## src/rtl/hazard_ctrl_pkg.sv

```systemverilog
// Shared types and constants for the pipeline hazard controller.
//   REG_FILE_LEN / RW : architectural register count and index width
//   byp_sel_e         : EX operand bypass select encoding
//   hazard_stage_t    : shadow record of an in-flight register writer
//   stage_match       : does a shadow entry produce a register the ID instruction reads
//   byp_pick          : bypass select for one operand of the instruction entering EX
package hazard_ctrl_pkg;

  localparam int unsigned REG_FILE_LEN = 32;
  localparam int unsigned RW           = $clog2(REG_FILE_LEN);

  typedef logic [RW-1:0] reg_idx_t;

  typedef enum logic [1:0] {
    BYP_RF  = 2'd0,
    BYP_MEM = 2'd1,
    BYP_WB  = 2'd2
  } byp_sel_e;

  typedef enum logic {
    MulIdle = 1'b0,
    MulBusy = 1'b1
  } mul_state_e;

  typedef struct packed {
    logic     valid;
    reg_idx_t dst;
    logic     we;
    logic     is_load;
  } hazard_stage_t;

  // x0 is hardwired, so a write to it never creates a dependency.
  function automatic logic stage_match(hazard_stage_t st, reg_idx_t src, logic use_src);
    return st.valid & st.we & (st.dst == src) & (src != '0) & use_src;
  endfunction

  // Selects are computed one edge early: the EX producer will be in MEM and the
  // MEM producer in WB by the time the consumer executes. EX is checked first so
  // the youngest producer wins.
  function automatic byp_sel_e byp_pick(hazard_stage_t ex, hazard_stage_t mem,
                                        reg_idx_t src, logic use_src);
    if (stage_match(ex, src, use_src) && !ex.is_load) begin
      return BYP_MEM;
    end
    if (stage_match(mem, src, use_src)) begin
      return BYP_WB;
    end
    return BYP_RF;
  endfunction

endpackage

```

## src/rtl/hazard_mul_seq.sv

```systemverilog
// Multi-cycle multiplier sequencer.
//   clk, rst : clock and asynchronous active-high reset
//   start_i  : a multiply is entering EX this cycle
//   busy_o   : multiplier still needs EX (pipeline must hold)
//   done_o   : last busy cycle; the multiply is free to leave EX after the next one
// A multiply occupies EX for MUL_LATENCY cycles; the final one is not busy so the
// following instruction can advance alongside it.
module hazard_mul_seq
  import hazard_ctrl_pkg::*;
#(
  parameter int unsigned MUL_LATENCY = 4
) (
  input  logic clk,
  input  logic rst,
  input  logic start_i,
  output logic busy_o,
  output logic done_o
);

  localparam int unsigned     CntW   = $clog2(MUL_LATENCY) + 1;
  localparam logic [CntW-1:0] CntOne = CntW'(1);

  mul_state_e      state_q;
  logic [CntW-1:0] cnt_q;

  always_ff @(posedge clk or posedge rst) begin
    if (rst) begin
      state_q <= MulIdle;
      cnt_q   <= '0;
    end else begin
      unique case (state_q)
        MulIdle: begin
          if (start_i && (MUL_LATENCY > 1)) begin
            state_q <= MulBusy;
            cnt_q   <= CntW'(MUL_LATENCY - 1);
          end
        end
        MulBusy: begin
          cnt_q <= cnt_q - CntOne;
          if (cnt_q == CntOne) begin
            state_q <= MulIdle;
          end
        end
      endcase
    end
  end

  assign busy_o = (state_q == MulBusy);
  assign done_o = busy_o && (cnt_q == CntOne);

endmodule

```

## src/rtl/hazard_ctrl.sv

```systemverilog
// Pipeline hazard controller for the 5-stage core (IF/ID/EX/MEM/WB).
//   clk, rst           : clock and asynchronous active-high reset
//   id_*_i             : decoded fields of the instruction sitting in ID
//   ex_br_taken_i      : branch in EX resolved taken this cycle
//   stall_o            : hold PC and IF/ID
//   ex_bubble_o        : load a NOP into ID/EX
//   mem_bubble_o       : load a NOP into EX/MEM
//   flush_o            : squash IF/ID
//   byp_src1_o/2_o     : registered EX operand selects (0 RF, 1 MEM result, 2 WB data)
//   mul_busy_o         : multiplier occupying EX
// In-flight writers are shadowed for EX and MEM only; a WB-stage producer has
// already written the register file before any consumer in ID reaches EX.
module hazard_ctrl
  import hazard_ctrl_pkg::*;
#(
  parameter int unsigned MUL_LATENCY = 4
) (
  input  logic          clk,
  input  logic          rst,
  input  logic          id_valid_i,
  input  logic [RW-1:0] id_src1_i,
  input  logic [RW-1:0] id_src2_i,
  input  logic          id_use1_i,
  input  logic          id_use2_i,
  input  logic [RW-1:0] id_dst_i,
  input  logic          id_we_i,
  input  logic          id_is_load_i,
  input  logic          id_is_mul_i,
  input  logic          ex_br_taken_i,
  output logic          stall_o,
  output logic          ex_bubble_o,
  output logic          mem_bubble_o,
  output logic          flush_o,
  output logic [1:0]    byp_src1_o,
  output logic [1:0]    byp_src2_o,
  output logic          mul_busy_o
);

  hazard_stage_t ex_q, ex_d;
  hazard_stage_t mem_q, mem_d;
  byp_sel_e      byp1_q, byp1_d;
  byp_sel_e      byp2_q, byp2_d;

  logic mul_busy;
  logic mul_done;
  logic mul_start;
  logic load_use;
  logic advance;

  hazard_mul_seq #(
    .MUL_LATENCY(MUL_LATENCY)
  ) u_mul_seq (
    .clk    (clk),
    .rst    (rst),
    .start_i(mul_start),
    .busy_o (mul_busy),
    .done_o (mul_done)
  );

  always_comb begin
    load_use = id_valid_i & ex_q.is_load &
               (stage_match(ex_q, id_src1_i, id_use1_i) |
                stage_match(ex_q, id_src2_i, id_use2_i));

    // A taken branch squashes the dependent instruction, so no stall is needed.
    flush_o      = ex_br_taken_i;
    stall_o      = mul_busy | (load_use & ~ex_br_taken_i);
    ex_bubble_o  = ~mul_busy & (ex_br_taken_i | load_use);
    mem_bubble_o = mul_busy;
    mul_busy_o   = mul_busy;

    advance   = ~stall_o & ~ex_bubble_o;
    mul_start = advance & id_valid_i & id_is_mul_i;
  end

  always_comb begin
    ex_d   = ex_q;
    mem_d  = mem_q;
    byp1_d = byp1_q;
    byp2_d = byp2_q;
    if (mul_busy) begin
      // EX and the selects hold; MEM receives the bubble.
      mem_d = '0;
    end else begin
      mem_d = ex_q;
      if (ex_bubble_o) begin
        ex_d   = '0;
        byp1_d = BYP_RF;
        byp2_d = BYP_RF;
      end else begin
        ex_d.valid   = id_valid_i;
        ex_d.dst     = id_dst_i;
        ex_d.we      = id_we_i;
        ex_d.is_load = id_is_load_i;
        byp1_d       = byp_pick(ex_q, mem_q, id_src1_i, id_use1_i);
        byp2_d       = byp_pick(ex_q, mem_q, id_src2_i, id_use2_i);
      end
    end
  end

  always_ff @(posedge clk or posedge rst) begin
    if (rst) begin
      ex_q   <= '0;
      mem_q  <= '0;
      byp1_q <= BYP_RF;
      byp2_q <= BYP_RF;
    end else begin
      ex_q   <= ex_d;
      mem_q  <= mem_d;
      byp1_q <= byp1_d;
      byp2_q <= byp2_d;
    end
  end

  assign byp_src1_o = byp1_q;
  assign byp_src2_o = byp2_q;

  always_ff @(posedge clk) begin
    if (!rst) begin
      assert (!(ex_br_taken_i && mul_busy))
        else $error("hazard_ctrl: branch resolved while multiplier busy");
      assert (!mul_done || ex_q.valid)
        else $error("hazard_ctrl: multiplier finishing with no instruction in EX");
    end
  end

endmodule

```

## config.mk

```make
export PLATFORM = sky130hd
export DESIGN_NAME = hazard_ctrl
export DESIGN_NICKNAME = d
export VERILOG_FILES = /design/src/rtl/hazard_ctrl_pkg.sv /design/src/rtl/hazard_mul_seq.sv /design/src/rtl/hazard_ctrl.sv
export SDC_FILE = /design/constraint.sdc
export NUM_CORES = 1
export LEC_CHECK = 0
export CAP_MARGIN = 15
export CORE_UTILIZATION = 35
export CTS_CLUSTER_SIZE = 30
export DETAILED_ROUTE_END_ITERATION = 10
export PLACE_DENSITY = 0.74
export SLEW_MARGIN = 20
export SYNTH_ARGS = -nofsm -noshare
export SYNTH_HDL_FRONTEND = slang
export SYNTH_SLANG_ARGS = --single-unit
```

## constraint.sdc

```tcl
create_clock -name clk -period 1.7 [get_ports clk]
set_input_delay 0.255 -clock clk [delete_from_list [all_inputs] [get_ports clk]]
set_output_delay 0.255 -clock clk [all_outputs]
set_load 0.1 [all_outputs]
```

==> reports/qor.txt, run 1 <==
status: finished, violations left
failing checks: negative setup slack
CP max FO: 3
final hold vios: 0
crit-path max cell delay: 580 ps
Post-synth EDFFs: 0
Cells after DPL: 217
Seq/Total Area, Yosys: 46.2%
Max-cap violations: 0
non-filler cells in the finished layout: 226
die height: 61.6 um
Tcrit/Tclk final: 143%
top layer in use: met4
Clock Skew: 5.75 ps
hold slack: 270 ps
chip width: 61.6 um
First DRT Iteration DRCs: 35
Synth top area share: 46.2%
Initial DRT Pass Iterations: 5
critical path data required time: 1440 ps
P&R area growth vs syn: 63.4%
n_diodes: 0
Root Buffer: clkbuf_4
Fillers: 294
final WL: 3240 um
vias: 1,135
maximum vdd drop: 0.00131 V
RSZ-0062 raised after global routing: true
Cells after Synth: 120
Post-Route M1 WL: 1380 um
Synth area leaders: dfrtp_1 (46%), xnor2_1 (7.7%), xor2_1 (7.7%)
vias in the first global route: 1,119
asr flop ratio synth: 100%
largest net degree at the start of global routing: 25
DRC viols: 0
num ports: 33
delay-heaviest family, CP: buffers and inverters
crit path DAT: 2180 ps
layout cells sized above 1: 33.3%
Setup Viol. Count Final: 17
fin nets: 207
Final WS setup: -731 ps
PwrDens: 1260 nW/um2
max_slew headroom: 77.4%
overall global routing resource usage: 19.1%
Top FF cell, synth: dfrtp_1
CP Launch Type: input pin
GPL Wtd Cong: 0.839
clk sinks: 23
worst min path class: in2async
CP Capture Type: output port
Die ar.: 3800 um2
total CTS buffers: 3
first-pass GRT wire length: 5190 um
CTS tree: built
CTS max path bufs: 2
Final min period: 2430 ps
Netlist Area Pre-Place: 1240 um2
syn_nets: 146
Lkg Pwr: 0.000905 uW
post-synthesis register bit count: 23
IO Port Bufs: 32
kind of critical path: in2out
Core Region: 3360 um2
initial antenna violation count: 0
antenna-violating nets left: 0
Slew @ Worst Pin: 338 ps
Register Area: 581 um2
DR WL/cell: 14.3 um
Starting Density: 37.0%
total global routing overflow: 0
routed wl met2: 1670 um
Worst path slowest cell: clkdlybuf4s50_1
syn_area_per_cell: 10.4 um2
Final Util: 60.5%
Synth Warn #: 0
Vias/cell: 5.02
wire length on met3: 138 um
Fmax: 411 MHz
area of the multi-input gates: 701 um2
largest area contributor in the netlist: dfrtp_1
Netlist cell types: 30
worst skew pair latency: 300 ps
row cnt: 21
H-tree depth: 1
Slew Viols, Final: 0
clk slew on worst S/H paths: 120 ps
Worst Path Buf+Inv: 2
dpl hpwl: 2500 um
critical path, cell by cell: clkdlybuf4s50_1 -> or4_1 -> nor2_2 -> or4b_4 -> a21bo_1 -> a21oi_4 -> buf_12
[layer usage]
layer	vias up	GRT usage (%)
li1	551	-
met1	541	26.1
met2	35	30.3
met3	8	3.78
met4	0	6.35
met5	-	0
[logic make-up (layout without fill, tap and decap cells)]
family          count (synthesis)  after routing  share of synthesized area [%]
compound gates                 25             25                           15.8
xor+xnor                       22             22                           15.5
fa+ha+maj                       2              2                           2.01
buf+inv                        11             71                           4.52
flops                          23             23                           46.2
simple gates                   37             37                           16.0
[cell usage in the layout, fill, tap and decap left out, types with 2 or more instances in the layout]
master / count
a32o_1: 8
buf_12: 9
buf_4: 27
buf_6: 3
clkbuf_4: 3
clkdlybuf4s50_1: 20
dfrtp_1: 19
dfrtp_2: 4
dlymetal6s2s_1: 2
ha_1: 2
inv_1: 5
nand2_1: 9
nand3_1: 3
nand4_1: 4
nor2_1: 4
nor2b_1: 7
nor3_1: 2
o21ai_0: 3
o21ai_1: 2
o41ai_2: 2
xnor2_1: 8
xnor2_2: 3
xor2_1: 11
[path summary, 6_finish.rpt]
check / startpoint / endpoint / slack, ps / cells after the start
setup / recovery: id_src1_i[4] / ex_bubble_o / -730 / 7
hold / removal: rst / byp_src1_o[0]$_DFFE_PP0N_ / 270 / 3
setup reg to reg: ex_q[5]$_DFFE_PP0N_ / ex_q[1]$_DFFE_PP0N_ / -320 / 6
hold reg to reg: u_mul_seq.cnt_q[1]$_DFFE_PP0P_ / u_mul_seq.cnt_q[1]$_DFFE_PP0P_ / 550 / 2
max in group asynchronous: rst / u_mul_seq.busy_o$_DFF_PP0_ / 1180 / 3
min in group clk: u_mul_seq.cnt_q[1]$_DFFE_PP0P_ / u_mul_seq.cnt_q[1]$_DFFE_PP0P_ / 550 / 2
[state kept, by name, summed over array words and instances, names as in the netlist]
signal	flops
byp_src2_o	2
u_mul_seq.busy_o	1
byp_src1_o	2
u_mul_seq.cnt_q	3
ex_q	8
mem_q	7
[cell usage after synthesis (all sizes together), types with 2 or more instances]
library cell,instances
o21ai,6
a21boi,2
nor2b,7
a32o,8
buf,3
inv,5
nor2,5
o41ai,2
xor2,11
o31ai,2
clkbuf,3
xnor2,11
nor3,3
nand3,3
ha,2
nand4,4
nand2,9
dfrtp,23
[worst reg2reg max path, stage by stage, from the launching register on]
cell and delay (ps):
dfrtp_2 460, xnor2_2 160, nand4_1 120, or4b_4 520
a21bo_1 230, buf_4 180, a32o_1 260
[through the flow]
stage	instance area [um2]	power (uW)	TNS (ps)	setup WS, ps
after global routing	2030	2730	-6930	-805
after CTS	1980	2540	-4970	-713
final	2030	2570	-5980	-731
after global placement	1880	2180	-9930	-740
after detailed placement	1880	2230	-10930	-838
after floorplan	1260	1700	-2040	-595
[timing repair]
action / CTS / global route
cloned: 0 / 0
endpoints found under the setup margin: 18 / 18
hold buffers: 0 / 0
gates resized for setup: 15 / 11
pin swaps: 4 / 4
buffers inserted: 5 / 3
[layout make-up]
class	instances	share of cell area (%)
sequential	23	28.5
multi-input combinational	86	34.4
inverter	5	0.923
tap	46	2.83
timing repair buffer	62	32.0
clock buffer	4	1.29
[power breakdown]
group	total (uW)	switching [uW]	internal (uW)	leakage [uW]
sequential	898	182	716	0.000295
combinational	1420	752	671	0.000595
clock	249	157	91.4	0.0000150
total	2570	1090	1480	0.000905
(Power assumes the default switching activity.)
==> run 2: changes to the inputs <==
--- a/config.mk
+++ b/config.mk
@@ -6,8 +6,9 @@
 export NUM_CORES = 1
 export LEC_CHECK = 0
 export CAP_MARGIN = 15
+export CORE_MARGIN = 2
 export CORE_UTILIZATION = 35
-export CTS_CLUSTER_SIZE = 30
+export CTS_CLUSTER_SIZE = 10
 export DETAILED_ROUTE_END_ITERATION = 10
 export PLACE_DENSITY = 0.74
 export SLEW_MARGIN = 20
==> run 2 against run 1 <==
Sequential power about the same. The run still ends with negative setup slack left. Via count fell by 1.3%. Worst setup slack gained 65 ps. Core utilization fell by 2.3 points. Non-clock buffer count decreased by 4. Wire length grew 0.77%. Die area rose by 6.6%. Largest cell class unchanged. Worst hold slack got worse by 9.6 ps.
==> reports/qor.txt, run 2 (synthesis results as in run 1) <==
overall global routing resource usage: 17.0% (was 19.1%)
RSZ-0062 raised after global routing: true (unchanged)
Worst path slowest cell: or4b_4 (was clkdlybuf4s50_1)
Final Util: 58.2% (was 60.5%)
crit-path max cell delay: 500 ps (was 580 ps)
DP Area: 1870 um2 (was 1880 um2)
CP startpoint: id_src1_i[0] (was id_src1_i[4])
Clock Skew: 11.7 ps (was 5.75 ps)
total global routing overflow: 0 (unchanged)
Fmax: 423 MHz (was 411 MHz)
Slew @ Worst Pin: 301 ps (was 338 ps)
Register Area: 577 um2 (was 581 um2)
Fillers: 279 (was 294)
chip width: 63.6 um (was 61.6 um)
crit path DAT: 2110 ps (was 2180 ps)
num ports: 33 (unchanged)
Die ar.: 4050 um2 (was 3800 um2)
H-tree depth: 1 (unchanged)
number of flip-flops under the largest register name: 8 (unchanged)
CTS tree: built (unchanged)
Max-cap violations: 0 (unchanged)
P_sw: 1080 uW (was 1090 uW)
CP Launch Type: input pin (unchanged)
clock network fraction of total power: 10.1% (was 9.7%)
Seq pwr share: 35.6% (was 34.9%)
fin area: 1970 um2 (was 2030 um2)
fin nets: 203 (was 207)
vias in the first global route: 1,181 (was 1,119)
GPL Wtd Cong: 0.900 (was 0.839)
Vias/cell: 5.05 (was 5.02)
critical path data required time: 1440 ps (about the same)
First DRT Iteration DRCs: 56 (was 35)
commonest non-fill, non-tap cells in the layout: buf_4 (25), dfrtp_1 (22), clkdlybuf4s50_1 (19), xor2_1 (11) (was buf_4 (27), clkdlybuf4s50_1 (20), dfrtp_1 (19), xor2_1 (11))
DRC viols: 0 (unchanged)
worst min path class: in2async (unchanged)
Hold Buf Count CTS: 0 (unchanged)
die height: 63.6 um (was 61.6 um)
CP Capture Type: output port (unchanged)
antenna-violating nets left: 0 (unchanged)
combinational share of power: 54.3% (was 55.4%)
P&R area growth vs syn: 58.4% (was 63.4%)
critical path, cell by cell: clkdlybuf4s50_1 -> xor2_1 -> nor2_1 -> or4b_4 -> a21bo_1 -> a21oi_4 -> buf_12 (was clkdlybuf4s50_1 -> or4_1 -> nor2_2 -> or4b_4 -> a21bo_1 -> a21oi_4 -> buf_12)
worst r2r path cells: 6 (unchanged)
DR WL/cell: 14.7 um (was 14.3 um)
final hold vios: 0 (unchanged)
CTS max path bufs: 2 (unchanged)
IO Port Bufs: 32 (unchanged)
max_slew headroom: 79.7% (was 77.4%)
CP max FO: 3 (unchanged)
Final min period: 2370 ps (was 2430 ps)
dpl hpwl: 2540 um (was 2500 um)
R2R Setup Slk: -270 ps (was -320 ps)
Slew Viols, Final: 0 (unchanged)
failing checks: negative setup slack (unchanged)
Tcrit/Tclk final: 139% (was 143%)
total CTS buffers: 3 (unchanged)
FF-to-FF End: ex_q[3]$_DFFE_PP0N_ (was ex_q[1]$_DFFE_PP0N_)
Setup Viol. Count Final: 18 (was 17)
clk sinks: 23 (unchanged)
n_diodes: 0 (unchanged)
Starting Density: 36.7% (was 37.0%)
area of the multi-input gates: 679 um2 (was 701 um2)
Root Buffer: clkbuf_4 (unchanged)
PwrDens: 1280 nW/um2 (was 1260 nW/um2)
most common cell after layout, fill and taps aside: buf_4 (unchanged)
first-pass GRT wire length: 5250 um (was 5190 um)
vias: 1,120 (was 1,135)
internal power: 1430 uW (was 1480 uW)
Regs by FF count: ex_q: 8 flops, mem_q: 7 flops, u_mul_seq.cnt_q: 3 flops (unchanged)
layout cells sized above 1: 29.5% (was 33.3%)
Core Region: 3390 um2 (was 3360 um2)
initial antenna violation count: 0 (unchanged)
final WL: 3260 um (was 3240 um)
hold slack: 261 ps (was 270 ps)
largest net degree at the start of global routing: 24 (was 25)
Lkg Pwr: 0.000876 uW (was 0.000905 uW)
kind of critical path: in2out (unchanged)
worst skew pair latency: 320 ps (was 300 ps)
clk slew on worst S/H paths: 130 ps (was 120 ps)
Initial DRT Pass Iterations: 4 (was 5)
Final WS setup: -666 ps (was -731 ps)
row cnt: 21 (unchanged)
status: finished, violations left (unchanged)
maximum vdd drop: 0.000643 V (was 0.00131 V)
sw frac: 43.0% (was 42.5%)
RR Startpoint: ex_q[5]$_DFFE_PP0N_ (unchanged)
Top reg by flops: ex_q (unchanged)
[run 2: cell count changes in the layout (fill, tap and decap cells not counted), moves of 2 or more]
cell / change
dfrtp_1: +3
o41ai_2: -2
o41ai_1: +2
buf_6: -2
buf_4: -2
dfrtp_2: -3
[run 2: layout make-up]
| type | instances | share of cell area (%) |
|---|---|---|
| multi-input cells | 86 | 34.5 |
| repair buffers | 58 | 31.0 |
| flip-flops and latches | 23 | 29.3 |
| well taps | 46 | 2.92 |
| clock buffers | 3 | 1.14 |
| inverters | 5 | 0.952 |
| clock inverters | 1 | 0.254 |
[run 2: through the flow]
step | TNS, ps | std cells | setup slack, ps | total power [uW]
after floorplan | -2040 | 120 | -595 | 1700
after detailed placement | -11030 | 215 | -792 | 2230
final | -4740 | 222 | -666 | 2520
after global placement | -10140 | 215 | -739 | 2160
after CTS | -5010 | 220 | -685 | 2490
after global routing | -5880 | 222 | -738 | 2670
[run 2: repair_timing]
item                       4_1_cts  5_1_grt
gates resized for setup          9        9
setup endpoints to repair       17       18
gates cloned                     0        0
setup buffers                    1        2
pin swaps                        4        5
[run 2: metal layers]
metal	vias up	track usage [%]	wire [um]
li1	538	-	-
met3	2	3.39	152
met4	0	8.15	36
met5	-	0	0
met1	546	20.8	1390
met2	34	28.6	1690
[run 2: power by group through the flow]
stage               combinational (uW)  clock [uW]  sequential, uW
floorplan                          767           0             930
global placement                  1280           0             887
detailed placement                1330           0             898
CTS                               1340         262             889
global route                      1460         294             919
finish                            1370         255             896
[run 2: worst max-delay path by stage]
stage | end
global placement | stall_o
finish | ex_bubble_o
CTS | ex_bubble_o
floorplan | ex_bubble_o
detailed placement | stall_o
global route | ex_bubble_o
[run 2: critical path: cells and delay by family]
| family | cells | cell delay, ps |
|---|---|---|
| AND/OR/NAND/NOR | 2 | 620 |
| buffers and inverters | 2 | 670 |
| XOR/XNOR | 1 | 180 |
| AO/OA/AOI/OAI | 2 | 370 |
